## src/rtl/frame_majority_defs.sv

```systemverilog
// frame_majority_defs
//   Shared definitions for the frame majority counter: the FSM state
//   encoding and the two-bit verdict codes presented on the result port.
//   No ports; imported by the top module.
package frame_majority_defs;

  // IDLE: no word of the current frame taken yet
  // ACCUM: between 1 and FRAME_LEN-1 words taken
  // DONE: verdict registered and held until the consumer takes it
  typedef enum logic [1:0] {
    ST_IDLE  = 2'b00,
    ST_ACCUM = 2'b01,
    ST_DONE  = 2'b10
  } state_t;

  // Verdict codes; 2'b11 is never produced
  localparam logic [1:0] RES_ZEROS = 2'b00;
  localparam logic [1:0] RES_ONES  = 2'b01;
  localparam logic [1:0] RES_TIE   = 2'b10;

endpackage

```

## src/rtl/popcount_word.sv

```systemverilog
// popcount_word
//   Purely combinational count of the set bits in one input word.
//   The zeros count of the same word is WIDTH minus this result.
// Ports:
//   data   input  WIDTH   word to count
//   count  output CNT_W   number of ones in data
module popcount_word #(
  parameter int WIDTH = 8,
  parameter int CNT_W = $clog2(WIDTH + 1)
) (
  input  logic [WIDTH-1:0] data,
  output logic [CNT_W-1:0] count
);

  // Ripple sum of the individual bits; synthesis turns this into an adder tree
  always_comb begin
    count = '0;
    for (int i = 0; i < WIDTH; i++) begin
      count = count + CNT_W'(data[i]);
    end
  end

endmodule

```

## src/rtl/frame_majority_counter.sv

```systemverilog
// frame_majority_counter
//   Counts ones and zeros over a frame of up to FRAME_LEN words and, after
//   the frame's last word, holds the majority verdict plus both counts on a
//   valid/ready output until the consumer takes it.
// Ports:
//   clk        input   1      rising-edge clock
//   reset_n    input   1      synchronous active-low reset
//   clear      input   1      synchronous abort of the current frame
//   in_valid   input   1      in_data / in_last valid
//   in_ready   output  1      block can accept a word (not in DONE)
//   in_data    input   WIDTH  word to count
//   in_last    input   1      this word ends the frame early
//   out_valid  output  1      verdict and counts valid
//   out_ready  input   1      consumer takes the verdict
//   result     output  2      00 zeros majority, 01 ones majority, 10 tie
//   cnt1       output  CNT_W  ones in the frame
//   cnt0       output  CNT_W  zeros in the frame
module frame_majority_counter
  import frame_majority_defs::*;
#(
  parameter int WIDTH     = 8,
  parameter int FRAME_LEN = 4,
  parameter int CNT_W     = $clog2(WIDTH * FRAME_LEN + 1)
) (
  input  logic             clk,
  input  logic             reset_n,
  input  logic             clear,
  input  logic             in_valid,
  output logic             in_ready,
  input  logic [WIDTH-1:0] in_data,
  input  logic             in_last,
  output logic             out_valid,
  input  logic             out_ready,
  output logic [1:0]       result,
  output logic [CNT_W-1:0] cnt1,
  output logic [CNT_W-1:0] cnt0
);

  localparam int PC_W  = $clog2(WIDTH + 1);
  // A one-word frame still needs a one-bit index so the vector is legal
  localparam int IDX_W = (FRAME_LEN > 1) ? $clog2(FRAME_LEN) : 1;

  state_t           state;
  state_t           state_nxt;
  logic [IDX_W-1:0] idx;
  logic [CNT_W-1:0] acc1;
  logic [CNT_W-1:0] acc0;
  logic [CNT_W-1:0] sum1;
  logic [CNT_W-1:0] sum0;
  logic [PC_W-1:0]  pc;
  logic             accept;
  logic             final_word;
  logic             handshake;

  popcount_word #(
    .WIDTH (WIDTH),
    .CNT_W (PC_W)
  ) u_popcount (
    .data  (in_data),
    .count (pc)
  );

  // Accept and frame-end qualification, plus the running totals that
  // include the word currently on the bus. in_last on the FRAME_LEN-th word
  // simply makes both end conditions true; it is still one frame end.
  always_comb begin
    accept     = in_valid && (state != ST_DONE);
    final_word = accept && (in_last || (idx == IDX_W'(FRAME_LEN - 1)));
    handshake  = (state == ST_DONE) && out_ready;
    sum1       = acc1 + CNT_W'(pc);
    sum0       = acc0 + (CNT_W'(WIDTH) - CNT_W'(pc));
  end

  // State register; reset outranks everything, the rest is in next-state logic
  always_ff @(posedge clk) begin
    if (!reset_n) begin
      state <= ST_IDLE;
    end else begin
      state <= state_nxt;
    end
  end

  // Next-state logic; clear aborts the frame from any state, including DONE
  always_comb begin
    state_nxt = state;
    if (clear) begin
      state_nxt = ST_IDLE;
    end else begin
      case (state)
        ST_IDLE, ST_ACCUM: begin
          if (final_word) begin
            state_nxt = ST_DONE;
          end else if (accept) begin
            state_nxt = ST_ACCUM;
          end
        end
        ST_DONE: begin
          if (handshake) begin
            state_nxt = ST_IDLE;
          end
        end
        default: state_nxt = ST_IDLE;
      endcase
    end
  end

  // Handshake outputs are pure decodes of the state
  always_comb begin
    in_ready  = (state != ST_DONE);
    out_valid = (state == ST_DONE);
  end

  // Accumulators, word index and registered verdict. On the final word the
  // verdict is taken from the totals including that word, and the
  // accumulators are zeroed straight away so the next frame starts clean.
  // The verdict registers keep their values through a clear or a handshake.
  always_ff @(posedge clk) begin
    if (!reset_n) begin
      acc1   <= '0;
      acc0   <= '0;
      idx    <= '0;
      cnt1   <= '0;
      cnt0   <= '0;
      result <= RES_ZEROS;
    end else if (clear) begin
      acc1 <= '0;
      acc0 <= '0;
      idx  <= '0;
    end else if (final_word) begin
      cnt1 <= sum1;
      cnt0 <= sum0;
      if (sum1 < sum0) begin
        result <= RES_ZEROS;
      end else if (sum1 > sum0) begin
        result <= RES_ONES;
      end else begin
        result <= RES_TIE;
      end
      acc1 <= '0;
      acc0 <= '0;
      idx  <= '0;
    end else if (accept) begin
      acc1 <= sum1;
      acc0 <= sum0;
      idx  <= idx + IDX_W'(1);
    end else if (handshake) begin
      acc1 <= '0;
      acc0 <= '0;
      idx  <= '0;
    end
  end

endmodule

```

## config.mk

```make
export PLATFORM = sky130hd
export DESIGN_NAME = frame_majority_counter
export DESIGN_NICKNAME = d
export VERILOG_FILES = /design/src/rtl/frame_majority_defs.sv /design/src/rtl/popcount_word.sv /design/src/rtl/frame_majority_counter.sv
export SDC_FILE = /design/constraint.sdc
export NUM_CORES = 1
export LEC_CHECK = 0
export ABC_AREA = 0
export CAP_MARGIN = 20
export CORE_ASPECT_RATIO = 0.7
export CORE_UTILIZATION = 48
export DETAILED_ROUTE_END_ITERATION = 12
export PLACE_DENSITY = 0.78
export SETUP_SLACK_MARGIN = 0.05
export SLEW_MARGIN = 10
export SYNTH_ARGS = -nofsm -noshare
export SYNTH_HDL_FRONTEND = slang
export SYNTH_SLANG_ARGS = --single-unit
export TNS_END_PERCENT = 30
```

## constraint.sdc

```tcl
create_clock -name clk -period 5.5 [get_ports clk]
set_input_delay 0.825 -clock clk [delete_from_list [all_inputs] [get_ports clk]]
set_output_delay 0.825 -clock clk [all_outputs]
set_load 0.005 [all_outputs]
```

* Word-level counts from Yosys, hierarchy flattened *
Index checks and enable logic that the tools add are counted.

storage, ports and cells
  input port bits = 14
  register bits = 30
  output and inout bits = 16
  logic and storage cells = 49

operators by class
  bitwise gates (word level) = 2
  add/sub/neg operators = 11
  reductions and logical operators = 11
  eq/ne operators = 6
  order comparisons = 2
  multiplexer cells = 10

operator list
  cell                                                                     number
  4-bit by 1-bit adder with 4-bit output                                   6
  6-bit 2-to-1 mux                                                         3
  2-bit 2-to-1 mux                                                         6
  6-bit by 4-bit adder with 6-bit output                                   1
  6-bit adder                                                              1
  6-bit greater-than comparator                                            1
  6-bit < comparator                                                       1
  4-bit by 4-bit subtractor with 5-bit output, first input constant        1
  2-bit equality test, second input constant                               2
  2-bit one-hot mux with 2 select lines                                    1
  2-bit AND reduction                                                      2
  2-bit OR reduction                                                       2
  1-bit logical AND                                                        3
  3-bit inequality test, second input constant                             1
  3-bit OR reduction                                                       1
  1-bit by 1-bit adder with 2-bit output                                   1
  2-bit by 1-bit adder with 2-bit output, second input constant            1
  2-bit by 1-bit equality test with 1-bit output, second input constant    1
  2-bit zero test                                                          1
  2-bit by 1-bit inequality test with 1-bit output, second input constant  1
  2-bit inequality test, second input constant                             1
  1-bit inverter                                                           2
  2-bit nonzero test                                                       1
  1-bit logical OR                                                         1

* Longest topological paths before layout *
  depth after elaboration = 12
  mapped depth = 22
  depth with buffers taken out = 22

* Cells and area by module *
Synthesis repeated with hierarchy kept, for this count alone.

unflattened totals
  cell total of the unflattened synthesis = 228
  area, all modules = 1908.1 µm²

modules (own cells, without submodules)
  module                  area each (µm²)  sequential area each (µm²)  cells an instance  times used
  frame_majority_counter  1717.9           600.6                       204                1
  popcount_word           190.2            0.0                         24                 1

* Worst setup path after synthesis *
OpenSTA, ideal clock, no wires.

  path kind = in2reg
  start point = input port in_data[0]
  end point = register result[0]
  setup time = 0.118 ns
  setup slack = 0.042 ns
  stages on the path = 19
  required time = 5.382 ns
  data arrival time = 5.340 ns
  buffers on the path = 0
  cell sequence = ha_1 inv_1 fa_1 fa_1 inv_1 fa_1 inv_1 fa_1 ha_1 ha_1 a211oi_1 o21bai_1 a21oi_1 xor3_1 ha_1 and4_1 a221o_1 a22oi_1 nor2b_1

between the ends
  word-level cells in the longest chain between the ends = 12
  elaborated cells on any way between the ends = 14
  classes of those cells = 10 x add/sub; 2 x order compare; 2 x mux

ends and longest elaborated chain
  what                                                    line                           RTL
  from (decl)                                             frame_majority_counter.sv:30   input logic [WIDTH-1:0] in_data,
  1-bit by 1-bit adder with 2-bit output *                popcount_word.sv:19            count = count + CNT_W'(data[i]);
  4-bit by 1-bit adder with 4-bit output * (6 in series)  popcount_word.sv:19
  4-bit by 4-bit subtractor with 5-bit output             frame_majority_counter.sv:71   sum0 = acc0 + (CNT_W'(WIDTH) - CNT_W'(pc));
  6-bit adder                                             frame_majority_counter.sv:71
  6-bit greater-than comparator                           frame_majority_counter.sv:134  end else if (sum1 > sum0) begin
  2-bit 2-to-1 mux                                        frame_majority_counter.sv:134
  2-bit 2-to-1 mux *                                      frame_majority_counter.sv:132  if (sum1 < sum0) begin
  to (signal assigned)                                    frame_majority_counter.sv:133  result <= RES_ZEROS;
  to (signal assigned)                                    frame_majority_counter.sv:135  result <= RES_ONES;
  to (signal assigned)                                    frame_majority_counter.sv:137  result <= RES_TIE;
  to (decl)                                               frame_majority_counter.sv:34   output logic [1:0] result,

Every way passes the cells marked *; elsewhere a longest branch is shown, timed or not.
A chain may end at the register's enable or synchronous reset.

* Final worst setup path *
  start point = input port in_data[1]
  end point = register result[0]

Same word-level chain as after synthesis.

==> run summary <==
* **Yosys reg bits** 30
* **cell total after placement** 318
* **Synth warnings** 0
* **FMAX** 189 MHz
* **dpl cell area** 2460 µm²
* **share of synthesized area occupied by flip-flops and latches** 31.7%
* **CTS Root Cell** sky130_fd_sc_hd__clkbuf_8
* **height of the die** 54.5 µm
* **post-place setup slack** -0.524 ns
* **worst hold-check path type** reg -> reg
* **via density per instance** 5.20
* **number of port buffers** 29
* **Clk pin slew, worst setup/hold paths** 0.07 ns
* **area added between synthesis and finish** 41.9%
* **Final Setup Violations** 0
* **final setup skew** 0.00551 ns
* **final design area excluding fillers** 2690 µm²
* **Cell Pwr Density** 381 nW/µm²
* **global routing usage on met3** 5.83%
* **horizontal die dimension** 77.1 µm
* **Cell variety after synth** 43
* **share of flip-flops with an asynchronous set or reset** 0%
* **Total Negative Setup Slacks** 0 ns
* **global-route wire length before repair** 7650 µm
* **number of buffers between clock root and the deepest sink** 2
* **Clock Sink Count** 30
* **number of diodes** 0
* **met2 track demand over resource in global routing** 41.5%
* **DP Wirelength** 3470 µm
* **final non-filler cell total** 328
* **R2R Path Start** acc0[0]
* **crit-path cells** buf_8, ha_4, inv_2, fa_1, fa_1, inv_2, fa_2, inv_2, fa_2, ha_4, xnor2_4, ha_4, o21ai_2, o21bai_1, a21oi_1, xor3_1, ha_1, and4_1, a221o_1, a22oi_2, nor2b_1
* **post-detailed-route wirelength per cell** 14.4 µm
* **Max IR drop VDD** 0.000211 V
* **actual transition at the worst max-transition pin** 0.938 ns
* **DRT Wirelength** 4710 µm
* **family of cells with the greatest summed delay on the critical path** adder cells
* **Detailed Routing Iterations Pass 1** 4
* **Synth Area per Inst** 8.76 µm²
* **biggest area contributors in the synthesized netlist** sky130_fd_sc_hd__dfxtp_1 32%, sky130_fd_sc_hd__ha_1 13%, sky130_fd_sc_hd__fa_1 6.3%, sky130_fd_sc_hd__inv_1 4.6%, sky130_fd_sc_hd__nand2_1 4.4%
* **clock tree from TritonCTS** built
* **buffers plus inverters on the worst setup path** 4
* **total nets after synthesis** 255
* **Crit. End Element** flop
* **Die ar.** 4200 µm²
* **fin. max-slew vios** 0
* **post-layout utilization of the core** 73.6%
* **number of vias in the routed layout** 1705
* **met1 capacity usage during global routing** 32.0%
* **leakage dissipation** 1.20 nW
* **data required time at the worst endpoint** 5.69 ns
* **total global routing overflow** 0
* **most frequent cell after synthesis** sky130_fd_sc_hd__dfxtp_1
* **antenna violations before repair** 0
* **data arrival time of the critical path** 5.48 ns
* **CP startpoint kind** input pin
* **Placement Rows** 18
* **post-synthesis instance area** 1890 µm²
* **portion of the clock cycle consumed by the worst path in the final layout** 96.2%
* **area leader, netlist** sky130_fd_sc_hd__dfxtp_1
* **remaining antenna violation count after routing** 0
* **Tot GR Track Use** 24.8%
* **clock period minus final worst setup slack** 5.29 ns
* **DRT iter0 DRCs** 51
* **clock insertion delay at the later pin of the skew report** 0.30 ns
* **ys flop type** sky130_fd_sc_hd__dfxtp_1
* **layout cell share with drive strength beyond 1** 23.7%
* **Max stage delay cell, worst path** sky130_fd_sc_hd__fa_1
* **count of nets after finishing** 316
* **max_cap viols** 0
* **global placer's final weighted congestion** 0.888
* **Synth Instances** 216
* **largest net degree at the start of global routing** 16
* **number of hold violations in the final report** 0
* **remaining design rule violation count** 0
* **kind of critical path** in -> reg
* **startpoint of the most critical hold path** result[1]
* **total CTS buffers** 5
* **worst setup path startpoint** in_data[1]
* **share of Yosys cell area claimed by the top area cell type** 31.7%
* **status** complete, no violations
* **overall power** 1.02 mW
* **H-tree levels** 2
* **starting utilization of the core area** 51.9%
* **remaining max-slew budget at the tightest pin** 37.1%
* **setup slack after layout** 0.211 ns
* **via count of the first global-routing pass** 1631
* **number of synthesized flops with an enable pin** 0
* **most common library cells after synthesis** 30 x sky130_fd_sc_hd__dfxtp_1, 23 x sky130_fd_sc_hd__inv_1, 22 x sky130_fd_sc_hd__nand2_1
* **unrepaired setup endpoints after global routing** yes
* **Critical Path Fanout Max** 4
* **final-layout worst hold slack** 0.472 ns
* **top-level port count** 30
* **area of the core** 3650 µm²
* **peak-usage layer in the global routing report** met2
* **peak per-stage delay on the critical path** 0.52 ns
## logic make-up (layout without fill, tap and decap cells)
logic type | Yosys count | in the layout | share of synthesized area (%)
AND/OR/NAND/NOR | 66 | 66 | 17.0
multiplexers | 1 | 1 | 0.529
buffers and inverters | 30 | 92 | 6.61
XOR/XNOR | 10 | 10 | 5.42
AO/OA/AOI/OAI | 54 | 54 | 19.8
flip-flops | 30 | 30 | 31.7
adder cells (fa/ha/maj) | 25 | 25 | 18.9
## cell usage in the layout (no fill, tap or decap), types with 2 or more instances in the layout
master                            Yosys  final
sky130_fd_sc_hd__nor3_2               1      2
sky130_fd_sc_hd__inv_2                1      5
sky130_fd_sc_hd__and2_1               2      2
sky130_fd_sc_hd__inv_1               23     19
sky130_fd_sc_hd__fa_2                 0      2
sky130_fd_sc_hd__dfxtp_1             30     30
sky130_fd_sc_hd__xnor2_1              8      7
sky130_fd_sc_hd__nor3b_1              2      2
sky130_fd_sc_hd__a221o_1              2      2
sky130_fd_sc_hd__nand3_1              2      2
sky130_fd_sc_hd__ha_4                 0      5
sky130_fd_sc_hd__and3_1               4      3
sky130_fd_sc_hd__buf_4                0     31
sky130_fd_sc_hd__nor2b_1              3      2
sky130_fd_sc_hd__o211a_1              2      2
sky130_fd_sc_hd__a21boi_0             9      9
sky130_fd_sc_hd__nand2b_1             2      2
sky130_fd_sc_hd__clkbuf_8             0      5
sky130_fd_sc_hd__o21ai_1              1      3
sky130_fd_sc_hd__dlygate4sd2_1        0      2
sky130_fd_sc_hd__or3_4                1      2
sky130_fd_sc_hd__clkinv_2             0      2
sky130_fd_sc_hd__fa_1                 6      4
sky130_fd_sc_hd__nor2_1              21     21
sky130_fd_sc_hd__a21o_1               6      6
sky130_fd_sc_hd__o21bai_1             2      2
sky130_fd_sc_hd__clkdlybuf4s50_1      0     25
sky130_fd_sc_hd__o21ai_0              6      3
sky130_fd_sc_hd__ha_1                19     14
sky130_fd_sc_hd__a22oi_1              9      8
sky130_fd_sc_hd__a21oi_1             10     10
sky130_fd_sc_hd__nand2_1             22     21
## sequential cells by signal, summed over array words and instances, names as in the netlist
| register | cells |
|---|---|
| state | 2 |
| cnt1 | 6 |
| idx | 2 |
| acc0 | 6 |
| acc1 | 6 |
| result | 2 |
| cnt0 | 6 |
## timing repair
item,4_1_cts,5_1_grt
pin swaps,17,20
setup endpoints to repair,2,2
buffers inserted,1,0
gates resized for setup,14,18
hold buffers,0,0
hold endpoints to repair,0,0
## worst reg2reg max path, cell delays in order, from the launching register on
cell and delay, ns:
sky130_fd_sc_hd__dfxtp_1 0.38, sky130_fd_sc_hd__ha_1 0.28, sky130_fd_sc_hd__inv_1 0.08, sky130_fd_sc_hd__fa_1 0.44, sky130_fd_sc_hd__nor2b_4 0.13, sky130_fd_sc_hd__o21a_1 0.16
sky130_fd_sc_hd__or3_4 0.15, sky130_fd_sc_hd__nand2_4 0.05, sky130_fd_sc_hd__ha_4 0.21, sky130_fd_sc_hd__a21o_1 0.17, sky130_fd_sc_hd__a221o_1 0.37, sky130_fd_sc_hd__a22oi_2 0.13
sky130_fd_sc_hd__nor2b_1 0.06
## where the power goes
part	switching, mW	internal [mW]
Clock	0.0911	0.133
Combinational	0.253	0.307
Sequential	0.00964	0.231
Total	0.353	0.671
## final timing paths
kind,cells after the start,slack [ns],end
setup / recovery,21,0.21,result[0]
hold / removal,2,0.47,result[1]
setup reg to reg,12,2.79,result[0]
hold reg to reg,2,0.47,result[1]
## final cells by class
class	instances	area, µm²
inverter	24	90.1
clock inverter	3	40.0
sequential	30	601
fill	260	962
clock buffer	5	68.8
timing repair buffer	60	527
multi-input combinational	156	1300
tap	50	62.6
## metal layers
layer / vias to the layer above / share of wire [%]
li1: 857 / -
met2: 37 / 44
met1: 804 / 50
met5: - / 0
met4: 0 / 1.3
met3: 7 / 4.2
Power figures use the tool's default switching activity.
==> RTL edit 1, RTL diff (config.mk and constraints unchanged) <==
`WIDTH` is set to 8 in 2 places; all go to 16.
--- a/src/rtl/popcount_word.sv
+++ b/src/rtl/popcount_word.sv
@@ -6,5 +6,5 @@
 //   count  output CNT_W   number of ones in data
 module popcount_word #(
-  parameter int WIDTH = 8,
+  parameter int WIDTH = 16,
   parameter int CNT_W = $clog2(WIDTH + 1)
 ) (
--- a/src/rtl/frame_majority_counter.sv
+++ b/src/rtl/frame_majority_counter.sv
@@ -19,5 +19,5 @@
   import frame_majority_defs::*;
 #(
-  parameter int WIDTH     = 8,
+  parameter int WIDTH     = 16,
   parameter int FRAME_LEN = 4,
   parameter int CNT_W     = $clog2(WIDTH * FRAME_LEN + 1)
Interface: changed (resized cnt0, cnt1 and in_data); port bits go from 30 to 40. No check against the original RTL was run, so the function may have changed too.
==> RTL edit 1 against the unedited design <==
The run now ends with negative setup slack left; cell area up 31%; total power rose to 2.7 times the old value; synthesized cell count rose by 27%; clock power shrank 14%; first-iteration DRC count grew to 2.6 times the old value; combinational power grew to 4.0 times the old value; synthesized area up 27%; worst setup slack lost 1.2 ns; core utilization down 0.17 points; routed wire length is 42% higher; sequential cell count is 4 higher; critical path type unchanged.
==> RTL edit 1: results (changes against the unedited design) <==
[global_routing]
grt_pass1_vias = 2297  ; was 1631
grt_pass1_wl_um = 10400  ; was 7650 um
grt.total_usage = 0.261  ; was 0.248

[critical_path]
r2r_cells = 15  ; was 12
critical-path-max-stage-delay_ns = 0.54  ; was 0.52 ns
critPathMaxFanout = 3  ; was 4
rrSetupSlack_ns = 2.47  ; was 2.79 ns
cp-startpoint = in_data[0]  ; was in_data[1]
endpoint = result[1]  ; was result[0]

[sta]
setup_tns_ns = -4.00  ; was 0 ns
fin_skew_ns = 0.00782  ; was 0.00551 ns
whs_ns = 0.450  ; was 0.472 ns
setup_viol = 10  ; was 0
fin_ws_ns = -0.999  ; was 0.211 ns

[drt]
first_iter_violations = 133  ; was 51
finalWirelength_um = 6700  ; was 4710 um
via_per_inst = 5.26  ; was 5.20

[final_layout]
fin_nets = 423  ; was 316
fillers = 327  ; was 260
drive_gt1_frac = 0.290  ; was 0.237
finalNonFillerCells = 434  ; was 328

[place]
post-dp-hpwl_um = 4510  ; was 3470 um
placed_area_um2 = 3170  ; was 2460 um2
numPortBuffers = 39  ; was 29
preCtsSetupSlack_ns = -1.54  ; was -0.524 ns

[logic_synthesis]
ys_top_cells_by_count = dfxtp_1 (34), inv_1 (34), nand2_1 (31)  ; was dfxtp_1 (30), inv_1 (23), nand2_1 (22)
async_flop_share = 0  ; unchanged
yosys-top-cells-area = dfxtp_1 (28%), ha_1 (13%), fa_1 (10%)  ; was dfxtp_1 (32%), ha_1 (13%), fa_1 (6.3%)
synth_area_per_cell_um2 = 8.80  ; was 8.76 um2
synth_mux_area_frac = 0.00415  ; was 0.00529
seq_area_frac_synth = 0.282  ; was 0.317
synth_xor_area_frac = 0.0643  ; was 0.0542
synth.net_count = 333  ; was 255
synth-adder-area-share = 0.229  ; was 0.189
yosysUniqueCellTypes = 46  ; was 43

[worst_hold_path]
hold_start = result[0]  ; was result[1]
whs_endpoint = result[0]  ; was result[1]

[power_and_ir_drop]
power.leakage_nw = 1.59  ; was 1.20 nW
power_density_nw_per_um2 = 780  ; was 381 nW/um2
vdd_drop_max_mv = 0.364  ; was 0.211 mV
internal-power_w = 0.00158  ; was 0.000671 W
p_seq_w = 0.000302  ; was 0.000240 W
p_clk_w = 0.000193  ; was 0.000224 W

[outcome]
violations = negative setup slack
status = finished, violations left  ; was completed

[clock_network]
postCtsResizedCells = 34  ; was 14

==> RTL edit 1: changes by cell type after synthesis, sizes merged, moves of 6 or more <==
| cell | unedited run | this run |
|---|---|---|
| fa | 6 | 12 |
| a21oi | 10 | 16 |
| inv | 24 | 35 |
| ha | 19 | 25 |
| xnor2 | 8 | 14 |
| nand2 | 22 | 31 |
==> RTL edit 1: worst reg2reg max path: cells and delay by family (launching register included) <==
family / cells / cell delay, ns
simple gates: 3 / 0.37
flops: 1 / 0.37
xor+xnor: 1 / 0.21
buf+inv: 2 / 0.15
fa+ha+maj: 3 / 0.95
compound gates: 6 / 0.86
==> RTL edit 1: layer usage <==
| layer | part of all wire | GRT usage | vias to the layer above | wire length [um] |
|---|---|---|---|---|
| li1 | - | - | 1093 | - |
| met1 | 0.42 | 0.312 | 1094 | 2830 |
| met2 | 0.50 | 0.468 | 73 | 3370 |
| met3 | 0.056 | 0.0670 | 22 | 377 |
| met4 | 0.020 | 0.0905 | 0 | 135 |
| met5 | 0 | 0 | - | 0 |
==> RTL edit 1: final cells by class <==
class / count / area (um2) / share of cell area
Multi-Input combinational cell: 196 / 1740 / 0.493
Timing Repair Buffer: 92 / 797 / 0.226
Sequential cell: 34 / 681 / 0.193
Inverter: 35 / 131 / 0.0372
Tap cell: 69 / 86.3 / 0.0244
Clock buffer: 6 / 82.6 / 0.0234
Clock inverter: 2 / 12.5 / 0.00354
==> RTL edit 1: logic make-up (layout without fill, tap and decap cells) <==
logic type | count (synthesis) | count (layout)
buf+inv | 44 | 135
flops | 34 | 34
mux | 1 | 1
fa+ha+maj | 37 | 37
xor+xnor | 16 | 16
compound gates | 65 | 65
simple gates | 77 | 77
==> RTL edit 2, RTL diff (same settings) <==
Without the edit above. The 3 states of `state_t` get a one-hot encoding in 3 bits.
--- a/src/rtl/frame_majority_defs.sv
+++ b/src/rtl/frame_majority_defs.sv
@@ -8,8 +8,8 @@
   // ACCUM: between 1 and FRAME_LEN-1 words taken
   // DONE: verdict registered and held until the consumer takes it
-  typedef enum logic [1:0] {
-    ST_IDLE  = 2'b00,
-    ST_ACCUM = 2'b01,
-    ST_DONE  = 2'b10
+  typedef enum logic [2:0] {
+    ST_IDLE  = 3'b001,
+    ST_ACCUM = 3'b010,
+    ST_DONE  = 3'b100
   } state_t;
 
Formal check against the unedited RTL: no difference found for any inputs over 4 cycles, from zero or initial values and one cycle with reset_n low; so few cycles prove little.
==> RTL edit 2 against the unedited design <==
Global-route usage is 0.78 points higher; worst setup slack lost 0.027 ns; register-to-register slack lost 0.03 ns; sequential cell count rose by 1; first-iteration DRC count rose by 84%; routed wire length rose by 14%; cell area is 2.4% higher; total power down 3.4%; synthesized area is 7.2% higher; sequential power increased by 3%; critical path type unchanged; highest routed layer unchanged.
==> RTL edit 2: results (changes against the unedited design) <==
[global_routing]
grt.total_usage = 0.256  ; was 0.248
antenna_found_initial = 0  ; unchanged
grt_max_degree = 17  ; was 16
grt_pass1_vias = 1890  ; was 1631
grt_pass1_wl_um = 8720  ; was 7650 um

[logic_synthesis]
seq_area_frac_synth = 0.306  ; was 0.317
ys_top_cells_by_count = dfxtp_1 (31), inv_1 (24), nand2_1 (24)  ; was dfxtp_1 (30), inv_1 (23), nand2_1 (22)
synth-main-ff-cell = dfxtp_1  ; unchanged
synth.net_count = 271  ; was 255
synth-warning-count = 0  ; unchanged
yosys-top-cells-area = dfxtp_1 (31%), ha_1 (12%), fa_1 (5.9%)  ; was dfxtp_1 (32%), ha_1 (13%), fa_1 (6.3%)
yosysUniqueCellTypes = 42  ; was 43
async_flop_share = 0  ; unchanged

[place]
gp_congestion = 0.854  ; was 0.888
placed_area_um2 = 2490  ; was 2460 um2
numPortBuffers = 29  ; unchanged
post-dp-hpwl_um = 3610  ; was 3470 um

[sta]
slew_headroom = 0.321  ; was 0.371
fin_skew_ns = 0.00560  ; was 0.00551 ns

[power_and_ir_drop]
p_switching_w = 0.000363  ; was 0.000353 W
power.leakage_nw = 1.21  ; was 1.20 nW
vdd_drop_max_mv = 0.202  ; was 0.211 mV

[critical_path]
cp.arrival_ns = 5.52  ; was 5.48 ns
critical-path-max-stage-delay_ns = 0.52  ; about the same
cpLargestDelayFamily = adder cells  ; unchanged
critPathMaxFanout = 2  ; was 4
crit_slowest_cell = fa_1  ; unchanged

[final_layout]
drive_gt1_frac = 0.234  ; was 0.237
fin_nets = 328  ; was 316
n_antenna_cell = 0  ; unchanged

[clock_network]
cts_inserted_buffers = 5  ; unchanged
cts_max_level = 2  ; unchanged
insertion_delay_ns = 0.28  ; was 0.30 ns
numClockSinks = 31  ; was 30
clockRootBuffer = clkbuf_8  ; unchanged
cts_max_path_buffers = 2  ; unchanged
clk_pin_slew_worst_paths_ns = 0.06

[drt]
wl_per_cell_um = 15.6  ; was 14.4 um
via_per_inst = 5.64  ; was 5.20
first_iter_violations = 94  ; was 51
firstDrtPassIters = 6  ; was 4

[worst_hold_path]
hp-class = reg -> reg  ; unchanged

[outcome]
status = completed  ; unchanged

==> RTL edit 2: repair_timing <==
item,4_1_cts,5_1_grt
cloned,0,0
hold buffers,0,0
endpoints found under the setup margin,2,2
setup buffers,7,0
pin swaps,23,18
gates resized for setup,26,16
==> RTL edit 2: final timing paths <==
path              startpoint        end  slack [ns]  depth (start not counted)
setup / recovery  in_data[0]  result[1]        0.18                         20
hold / removal       cnt1[2]    cnt1[2]        0.46                          2
setup reg to reg     acc0[0]  result[1]        2.76                         12
hold reg to reg      cnt1[2]    cnt1[2]        0.46                          2
==> RTL edit 2: cell families after synthesis <==
group,count (synthesis),share of synthesized area
buffers and inverters,32,0.0752
multiplexers,1,0.00493
AO/OA/AOI/OAI,55,0.208
XOR/XNOR,10,0.0432
adder cells (fa/ha/maj),25,0.176
AND/OR/NAND/NOR,78,0.187
flip-flops,31,0.306
==> RTL edit 2: worst reg2reg max path, cell delays in order (launching register included) <==
cell,delay [ns]
dfxtp_1,0.37
ha_1,0.26
inv_1,0.08
fa_1,0.39
nor2b_1,0.15
o21a_1,0.17
or3_4,0.14
nand2_2,0.07
ha_4,0.28
and3_4,0.18
nand4_1,0.09
or3_1,0.36
o21ai_1,0.15
==> RTL edit 2: cell type report <==
type,instances,area (um2)
Clock inverter,1,5.00
Inverter,24,92.6
Clock buffer,7,76.3
Sequential cell,31,621
Timing Repair Buffer,58,507
Tap cell,52,65.1
Fill cell,305,1240
Multi-Input combinational cell,169,1390
==> RTL edit 2: metrics by stage <==
step	utilization	cells	hold slack, ns	setup WS, ns
final	0.689	342	0.465	0.184
after global routing	0.689	342	0.491	0.0295
after CTS	0.678	342	0.469	0.0888
after detailed placement	0.623	327	0.461	-0.527
after global placement	0.623	327	0.454	-0.359
after floorplan	-	232	0.444	0.162
==> RTL edit 2: metal layers <==
metal | vias to the layer above | global-route usage | routed length [um]
li1 | 919 | - | -
met4 | 0 | 0.106 | 167
met1 | 899 | 0.308 | 2330
met5 | - | 0 | 0
met2 | 85 | 0.411 | 2440
met3 | 25 | 0.0911 | 416
==> RTL edit 2: power by group through the flow <==
stage                     Combinational [W]  Sequential (W)  Clock [W]
after floorplan                    0.000275        0.000251          0
after global placement             0.000441        0.000252          0
after detailed placement           0.000450        0.000252          0
after CTS                          0.000523        0.000248   0.000172
after global routing               0.000620        0.000250   0.000182
final                              0.000572        0.000248   0.000170
